[config.mk]
export PLATFORM = sky130hd
export DESIGN_NAME = multiword_add_seq_flat
export DESIGN_NICKNAME = d
export VERILOG_FILES = /design/src/rtl/multiword_add_seq_if.sv /design/src/rtl/multiword_add_seq.sv /design/src/flat_wrapper.sv
export SDC_FILE = /design/constraint.sdc
export NUM_CORES = 1
export LEC_CHECK = 0
export CELL_PAD_IN_SITES_DETAIL_PLACEMENT = 0
export CELL_PAD_IN_SITES_GLOBAL_PLACEMENT = 1
export CORE_MARGIN = 2
export CORE_UTILIZATION = 28
export CTS_CLUSTER_DIAMETER = 80
export DETAILED_ROUTE_END_ITERATION = 7
export DONT_BUFFER_PORTS = 1
export PLACE_DENSITY = 0.56
export SYNTH_ARGS = -nofsm -noshare
export SYNTH_HDL_FRONTEND = slang
export SYNTH_SLANG_ARGS = --single-unit
[constraint.sdc]
create_clock -name clk -period 2.2 [get_ports clk]
set_input_delay 0.22 -clock clk [delete_from_list [all_inputs] [get_ports clk]]
set_output_delay 0.22 -clock clk [all_outputs]
set_load 0.005 [all_outputs]
[src/rtl/multiword_add_seq_if.sv]
// Operand and result valid/ready streams of the multi-word add/subtract sequencer.
// The master side is the producer of operands and the consumer of results.
interface multiword_add_seq_if #(
    parameter int N = 32
);
    logic         in_valid;
    logic         in_ready;
    logic [N-1:0] in_a;
    logic [N-1:0] in_b;
    logic         out_valid;
    logic         out_ready;
    logic [N-1:0] out_sum;
    logic         out_last;

    modport master (
        output in_valid, in_a, in_b, out_ready,
        input  in_ready, out_valid, out_sum, out_last
    );

    modport slave (
        input  in_valid, in_a, in_b, out_ready,
        output in_ready, out_valid, out_sum, out_last
    );
endinterface

[src/rtl/multiword_add_seq.sv]
// Drives an external N-bit adder one word per cycle to build a WORDS*N-bit add or
// subtract, chaining the carry and buffering each sum word in a single output slot.
module multiword_add_seq #(
    parameter int N     = 32,
    parameter int WORDS = 4,
    parameter int CNTW  = 2
) (
    input  logic                 clk,
    input  logic                 rst_n,
    input  logic                 start,
    input  logic                 sub,
    multiword_add_seq_if.slave   strm,
    output logic [N-1:0]         add_a,
    output logic [N-1:0]         add_b,
    output logic                 add_cin,
    input  logic [N-1:0]         add_s,
    input  logic                 add_cout,
    input  logic                 add_of,
    output logic                 carry_out,
    output logic                 overflow,
    output logic                 busy,
    output logic                 done
);
    typedef enum logic [1:0] {
        ST_IDLE  = 2'd0,
        ST_RUN   = 2'd1,
        ST_DRAIN = 2'd2
    } state_t;

    localparam logic [CNTW-1:0] LAST_CNT = CNTW'(WORDS - 1);

    state_t          r_state;
    logic            r_sub;
    logic            r_carry;
    logic [CNTW-1:0] r_word_cnt;
    logic            r_out_valid;
    logic [N-1:0]    r_out_sum;
    logic            r_out_last;
    logic            r_carry_out;
    logic            r_overflow;
    logic            r_busy;
    logic            r_done;

    logic            w_in_ready;
    logic            w_accept;
    logic            w_pop;

    // Subtraction is A + ~B with the initial carry set, so B is inverted on the way out.
    assign add_a   = strm.in_a;
    assign add_b   = r_sub ? ~strm.in_b : strm.in_b;
    assign add_cin = r_carry;

    // The output slot may be refilled in the same cycle it is popped.
    assign w_in_ready = (r_state == ST_RUN) ? (~r_out_valid | strm.out_ready) : 1'b0;
    assign w_accept   = strm.in_valid & w_in_ready;
    assign w_pop      = r_out_valid & strm.out_ready;

    assign strm.in_ready  = w_in_ready;
    assign strm.out_valid = r_out_valid;
    assign strm.out_sum   = r_out_sum;
    assign strm.out_last  = r_out_last;
    assign carry_out      = r_carry_out;
    assign overflow       = r_overflow;
    assign busy           = r_busy;
    assign done           = r_done;

    // Sequencer state, carry chain and registered result stream.
    always_ff @(posedge clk) begin
        if (!rst_n) begin
            r_state     <= ST_IDLE;
            r_sub       <= 1'b0;
            r_carry     <= 1'b0;
            r_word_cnt  <= {CNTW{1'b0}};
            r_out_valid <= 1'b0;
            r_out_sum   <= {N{1'b0}};
            r_out_last  <= 1'b0;
            r_carry_out <= 1'b0;
            r_overflow  <= 1'b0;
            r_busy      <= 1'b0;
            r_done      <= 1'b0;
        end else begin
            r_done <= 1'b0;
            case (r_state)
                ST_IDLE: begin
                    if (start) begin
                        r_state    <= ST_RUN;
                        r_sub      <= sub;
                        r_carry    <= sub;
                        r_word_cnt <= {CNTW{1'b0}};
                        r_busy     <= 1'b1;
                    end
                end
                ST_RUN: begin
                    if (w_accept) begin
                        r_out_sum   <= add_s;
                        r_out_valid <= 1'b1;
                        r_carry     <= add_cout;
                        r_word_cnt  <= r_word_cnt + {{(CNTW-1){1'b0}}, 1'b1};
                        if (r_word_cnt == LAST_CNT) begin
                            r_out_last  <= 1'b1;
                            r_carry_out <= add_cout;
                            r_overflow  <= add_of;
                            r_state     <= ST_DRAIN;
                        end
                    end else if (w_pop) begin
                        r_out_valid <= 1'b0;
                    end
                end
                ST_DRAIN: begin
                    if (w_pop) begin
                        r_out_valid <= 1'b0;
                        r_out_last  <= 1'b0;
                        r_busy      <= 1'b0;
                        r_done      <= 1'b1;
                        r_state     <= ST_IDLE;
                    end
                end
                default: begin
                    r_state     <= ST_IDLE;
                    r_out_valid <= 1'b0;
                    r_out_last  <= 1'b0;
                    r_busy      <= 1'b0;
                end
            endcase
        end
    end
endmodule

[src/flat_wrapper.sv]
// flat-port wrapper written by rule: the top's interface ports become plain ports
module multiword_add_seq_flat 
#(
    parameter int N     = 32,
    parameter int WORDS = 4,
    parameter int CNTW  = 2
)
  (clk, rst_n, start, sub, add_a, add_b, add_cin, add_s, add_cout, add_of, carry_out, overflow, busy, done, strm_in_valid, strm_in_a, strm_in_b, strm_out_ready, strm_in_ready, strm_out_valid, strm_out_sum, strm_out_last);
  multiword_add_seq_if #(.N(N)) strm_i ();
  input  logic clk;
  input  logic rst_n;
  input  logic start;
  input  logic sub;
  output logic [N-1:0] add_a;
  output logic [N-1:0] add_b;
  output logic add_cin;
  input  logic [N-1:0] add_s;
  input  logic add_cout;
  input  logic add_of;
  output logic carry_out;
  output logic overflow;
  output logic busy;
  output logic done;
  input wire logic [$bits(strm_i.in_valid)-1:0] strm_in_valid;
  input wire logic [$bits(strm_i.in_a)-1:0] strm_in_a;
  input wire logic [$bits(strm_i.in_b)-1:0] strm_in_b;
  input wire logic [$bits(strm_i.out_ready)-1:0] strm_out_ready;
  output wire logic [$bits(strm_i.in_ready)-1:0] strm_in_ready;
  output wire logic [$bits(strm_i.out_valid)-1:0] strm_out_valid;
  output wire logic [$bits(strm_i.out_sum)-1:0] strm_out_sum;
  output wire logic [$bits(strm_i.out_last)-1:0] strm_out_last;
  assign strm_i.in_valid = strm_in_valid;
  assign strm_i.in_a = strm_in_a;
  assign strm_i.in_b = strm_in_b;
  assign strm_i.out_ready = strm_out_ready;
  assign strm_in_ready = strm_i.in_ready;
  assign strm_out_valid = strm_i.out_valid;
  assign strm_out_sum = strm_i.out_sum;
  assign strm_out_last = strm_i.out_last;
  multiword_add_seq #(.N(N), .WORDS(WORDS), .CNTW(CNTW)) u_core (.clk(clk), .rst_n(rst_n), .start(start), .sub(sub), .strm(strm_i), .add_a(add_a), .add_b(add_b), .add_cin(add_cin), .add_s(add_s), .add_cout(add_cout), .add_of(add_of), .carry_out(carry_out), .overflow(overflow), .busy(busy), .done(done));
endmodule
# After elaboration in Yosys (flattened, before gate mapping)
# Cells that the tools add are included.
# totals
ff_bits	44
in_bits	104
output_inout_bits	104
# classes
n_addsub	1
eq_ne	7
n_mux	23
bitwise	7
reduce_logical	10
# op_table
operator	count
32-bit two-way mux	1
32-bit NOT	1
2-bit two-way mux	6
1-bit two-way mux	10
1-bit case mux with 3 select lines	3
3-bit AND reduction	3
4-bit AND reduction	2
2-bit case mux with 3 select lines	1
2-bit AND reduction	3
2-bit equality test, second input constant	2
2-bit by 1-bit != test with 1-bit output, second input constant	2
2-bit != test, second input constant	2
2-bit case mux with 2 select lines	1
1-bit NOT	3
2-bit by 1-bit adder with 2-bit output, second input constant	1
1-bit AND	2
2-bit by 1-bit equality test with 1-bit output, second input constant	1
2-bit zero test	1
1-bit case mux with 2 select lines	1
2-bit nonzero test	1
1-bit OR	1

# Logic depth before layout (Yosys ltp)
# depth
ltp_word	6
mapped_depth	8
mapped_depth_nobuf	6

# Worst setup path before layout
# Ideal clock, no wire load.
# synth_timing
path_kind	register to register
start	reg u_core.r_state[1]
end	reg u_core.r_out_sum[10] (netlist: u_core.strm.out_sum[10])
setup_ns	0.132
t_arrival_ns	1.224
required_ns	2.068
path_slack_ns	0.844
path_stages_with_launch	9
synth_period_minus_slack_ns	1.356
cell_sequence	dfxtp_1 -> inv_1 -> ha_1 -> buf_2 -> and3_1 -> buf_4 -> buf_6 -> nand2_1 -> a21oi_1
# synth_via
elab_chain_len	4
# synth_lines
element	line	source
start: declaration	multiword_add_seq.sv:32	state_t r_state;
start signal: assignment	multiword_add_seq.sv:70	r_state <= ST_IDLE;
start signal: assignment	multiword_add_seq.sv:86	r_state <= ST_RUN;
start signal: assignment	multiword_add_seq.sv:103	r_state <= ST_DRAIN;
2-bit by 1-bit equality test with 1-bit output (*)	multiword_add_seq.sv:54, multiword_add_seq.sv:83	
1-bit two-way mux	multiword_add_seq.sv:54	assign w_in_ready = (r_state == ST_RUN) ? (~r_out_valid | strm.out_ready) : 1'b0;
1-bit AND	multiword_add_seq.sv:55	assign w_accept = strm.in_valid & w_in_ready;
2-bit AND reduction (no line) (*)	n/a	
end signal: assignment	multiword_add_seq.sv:75	r_out_sum <= {N{1'b0}};
end signal: assignment	multiword_add_seq.sv:95	r_out_sum <= add_s;
end: declaration	multiword_add_seq.sv:37	logic [N-1:0] r_out_sum;
# Mark *: on every way between the ends. The rest lies on a longest branch, timed or not.
# A chain may end at the register's enable or synchronous reset.

# Worst setup path in the final report
# layout_timing
start	reg u_core.r_state[1]
end	reg u_core.r_word_cnt[0]
# layout_via
elab_chain_len	5
word_cells_on_any_way	9
classes_between	3 x eq/ne; 2 x mux; 1 x bitwise; 3 x reduce/logical
# layout_lines
element	line	source
2-bit by 1-bit equality test with 1-bit output	multiword_add_seq.sv:54, multiword_add_seq.sv:83	
1-bit two-way mux	multiword_add_seq.sv:54	
1-bit AND	multiword_add_seq.sv:55	
2-bit by 1-bit != test with 1-bit output (no line)	n/a	
3-bit AND reduction (no line)	n/a	
end signal: assignment	multiword_add_seq.sv:73	r_word_cnt <= {CNTW{1'b0}};
end signal: assignment	multiword_add_seq.sv:89	r_word_cnt <= {CNTW{1'b0}};
end signal: assignment	multiword_add_seq.sv:98	r_word_cnt <= r_word_cnt + {{(CNTW-1){1'b0}}, 1'b1};
end: declaration	multiword_add_seq.sv:35	logic [CNTW-1:0] r_word_cnt;
# Several ways; a longest one is shown, not always the timed one.

==> results by group <==
Clock network
  – Num Clock Sinks: 44
  – Post-cts sizing count: 0
  – # Post-CTS Setup Buffers: 0
  – Cts hold-fix bufs: 0
  – Clk buf depth: 2
  – Clock slew seen by the registers of the worst setup and hold paths: 0.09 ns
  – Root Buffer: clkbuf_8
  – H-Tree Depth: 2
  – Skew-Pair Late Insertion Delay: 0.29 ns
  – CTS tree: built
  – TritonCTS buffer count: 5

Die
  – Core area: 8090 um2
  – FP Rows: 33
  – I/O pins: 208
  – Die H: 94.6 um
  – Initial core utilization: 28.4%
  – Die area: 8950 um2
  – Die W: 94.6 um

Pwr
  – Net Sw Frac: 38.5%
  – Final Power: 2.37 mW
  – Psw: 0.912 mW
  – Sequential Power Share: 43.3%
  – Power share of the combinational group: 35.7%
  – P_leak: 0.849 nW
  – PD cells: 1060 nW/um2
  – VDD IR max: 0.000334 V
  – P_int: 1.46 mW
  – Clock power share: 21.0%

Yosys
  – Avg Cell Area, Syn: 8.21 um2
  – Largest family of logic cells by synthesized area: simple AND/OR/NAND/NOR gates
  – Sequential fraction of the synthesis area: 38.3%
  – Synthesis warning total: 0
  – Yosys cell types: 32
  – Top cells by area, synth: dfxtp_1 38%, nand2_1 13%, xor2_1 12%, buf_4 11%, a21oi_1 7.8%
  – Adder-Cell Fraction of Synth Area: 2.18%
  – Xor/xnor cell area share of the yosys netlist: 12.2%
  – Proportion of synthesized area in mux cells: 1.80%
  – Async SR Flop Fraction: 0%
  – Synth area leader: dfxtp_1
  – Synth Register Bits: 44
  – Number of flops mapped to enable cells by yosys: 0
  – Syn nets: 388
  – Yosys top cell area share: 38.3%
  – Post-synth top cells: 77 x nand2_1, 44 x dfxtp_1, 36 x a21oi_1
  – Post-synthesis cell area: 2300 um2
  – Simple-Gate Fraction of Synth Area: 18.1%
  – Most frequent cell after synthesis: nand2_1
  – Synth Area in Compound Gates: 11.9%
  – Most common flop cell mapped by yosys: dfxtp_1
  – Cells after synthesis: 280

Run
  – MaxCap Viol Count: 0

STA
  – Period minus WS final: 1.63 ns
  – Fin Clk Skew: 0.00400 ns
  – Slew HR: 58.0%
  – Highest Clock Rate: 0.612 GHz
  – Final Setup Violations: 0
  – TNS Setup: 0 ns
  – Tightest Pin Transition: 0.629 ns
  – Pins Over Slew Limit: 0
  – Final period utilization: 74.3%
  – Final hold vios: 0
  – RSZ-0062 raised after global routing: false

Worst setup path
  – Critical path arrival: 1.86 ns
  – Reg2reg path depth: 6
  – Worst Setup EP: u_core.r_word_cnt[0]
  – Worst R2R End: u_core.r_word_cnt[0]
  – Critical Path Fanout Max: 15
  – Crit Path Class: reg2reg
  – Worst reg2reg path startpoint: u_core.r_state[1]
  – Flop2flop setup slack: 0.57 ns
  – Worst Path Required: 2.42 ns
  – Critical path endpoint category: flip-flop
  – Setup crit start kind: flip-flop
  – Crit path from: u_core.r_state[1]

Place
  – Buffers added on ports: 0
  – GPL Wtd Cong: 0.681
  – Hpwl dp: 4600 um

Routing
  – Final Routed Wirelength: 5860 um
  – DR pass1 iterations: 4
  – DR vias: 1644
  – WL per Instance: 16.8 um
  – Remaining DRCs: 0
  – DRT iter0 DRCs: 58
  – Vias per cell: 4.71
  – Final antenna-violating net count: 0

GRT
  – Initial antenna violation count: 0
  – Met1 usage in global routing: 12.6%
  – Met2 Use GR: 22.4%
  – Vias in the first global route: 1573
  – Total Routing Usage GR: 12.4%
  – Total global routing overflow: 0
  – First-pass GRT wire length: 8430 um
  – Largest net degree at the start of global routing: 33
  – GRT busiest layer: met2
  – Met3 global-route usage: 5.35%

Final layout
  – Nets@finish: 352
  – Share of layout cells above drive strength 1: 9.43%
  – Area growth syn-to-layout: -3.05%
  – Util after Layout: 27.5%
  – Diodes inserted: 0

Hold path
  – WHS Path Cells: 2
  – Hold crit path type: in2reg

Outcome
  – Status: finished, final reports clean
cell families (layout without fill, tap and decap cells):
kind of cell | after synthesis | after routing
xor gates and xnor gates | 32 | 32
DFF | 44 | 44
adders and majority gates | 4 | 4
AOI/OAI and AO/OA | 46 | 46
and+or+nand+nor | 97 | 97
buffers and inverters | 53 | 17
muxes | 4 | 4
power groups by stage:
stage          sequential (mW)  combinational, mW  clock, mW
4_1_cts                   1.03              0.858      0.518
6_report                  1.03              0.847      0.498
3_5_place_dp              1.05              0.856          0
2_1_floorplan             1.02              0.775          0
3_3_place_gp              1.05              0.853          0
5_1_grt                   1.05              0.964      0.551
cell usage in the layout (no fill, tap or decap), types with 3 or more instances in the layout:
cell type,netlist,layout
a21oi_1,36,36
buf_4,33,5
clkbuf_8,0,5
dfxtp_1,44,43
ha_1,4,4
inv_1,4,4
mux2i_1,3,3
nand2_1,77,77
nand2b_1,3,3
nand3_2,3,3
nor2_1,6,6
xor2_1,32,32
through the flow:
stage	hold slack [ns]	setup slack, ns	cell area (um2)	std cells
CTS	0.0360	0.586	2230	349
global placement	0.358	0.657	2150	342
finish	0.0486	0.566	2230	349
floorplan	0.356	0.844	2300	280
global route	0.0321	0.430	2230	349
detailed placement	0.363	0.600	2150	342
area by class of cell:
| cell class | instances | area (um2) |
|---|---|---|
| Clock buffer | 5 | 68.8 |
| Clock inverter | 2 | 12.5 |
| Fill cell | 895 | 5860 |
| Inverter | 4 | 15.0 |
| Multi-Input combinational cell | 183 | 1060 |
| Sequential cell | 44 | 882 |
| Tap cell | 105 | 131 |
| Timing Repair Buffer | 6 | 57.6 |
registers in the layout, summed over array words and instances (netlist names):
signal,cells
u_core.r_word_cnt,2
u_core.r_sub,1
u_core.done,1
u_core.strm.out_last,1
u_core.overflow,1
u_core.add_cin,1
u_core.r_state,2
u_core.strm.out_valid,1
u_core.carry_out,1
u_core.strm.out_sum,32
u_core.busy,1
routing by layer:
metal / wire length, um / up-vias
met3: 616 / 18
met1: 2080 / 733
met4: 118 / 0
met5: 0 / -
li1: - / 787
met2: 3040 / 106
worst min path at each step:
stage,from,to
finish,add_s[1],u_core.strm.out_sum[1]
global route,add_s[9],u_core.strm.out_sum[9]
detailed placement,add_s[29],u_core.strm.out_sum[29]
floorplan,add_s[0],u_core.strm.out_sum[0]
global placement,add_s[30],u_core.strm.out_sum[30]
CTS,add_s[13],u_core.strm.out_sum[13]
critical path, cell delays in order (launching register included):
cell,delay [ns]
dfxtp_1,0.32
inv_1,0.10
ha_1,0.41
and3_1,0.25
buf_4,0.22
nand2_1,0.09
o22ai_1,0.16
No activity file was read; power rests on OpenSTA's default activity.
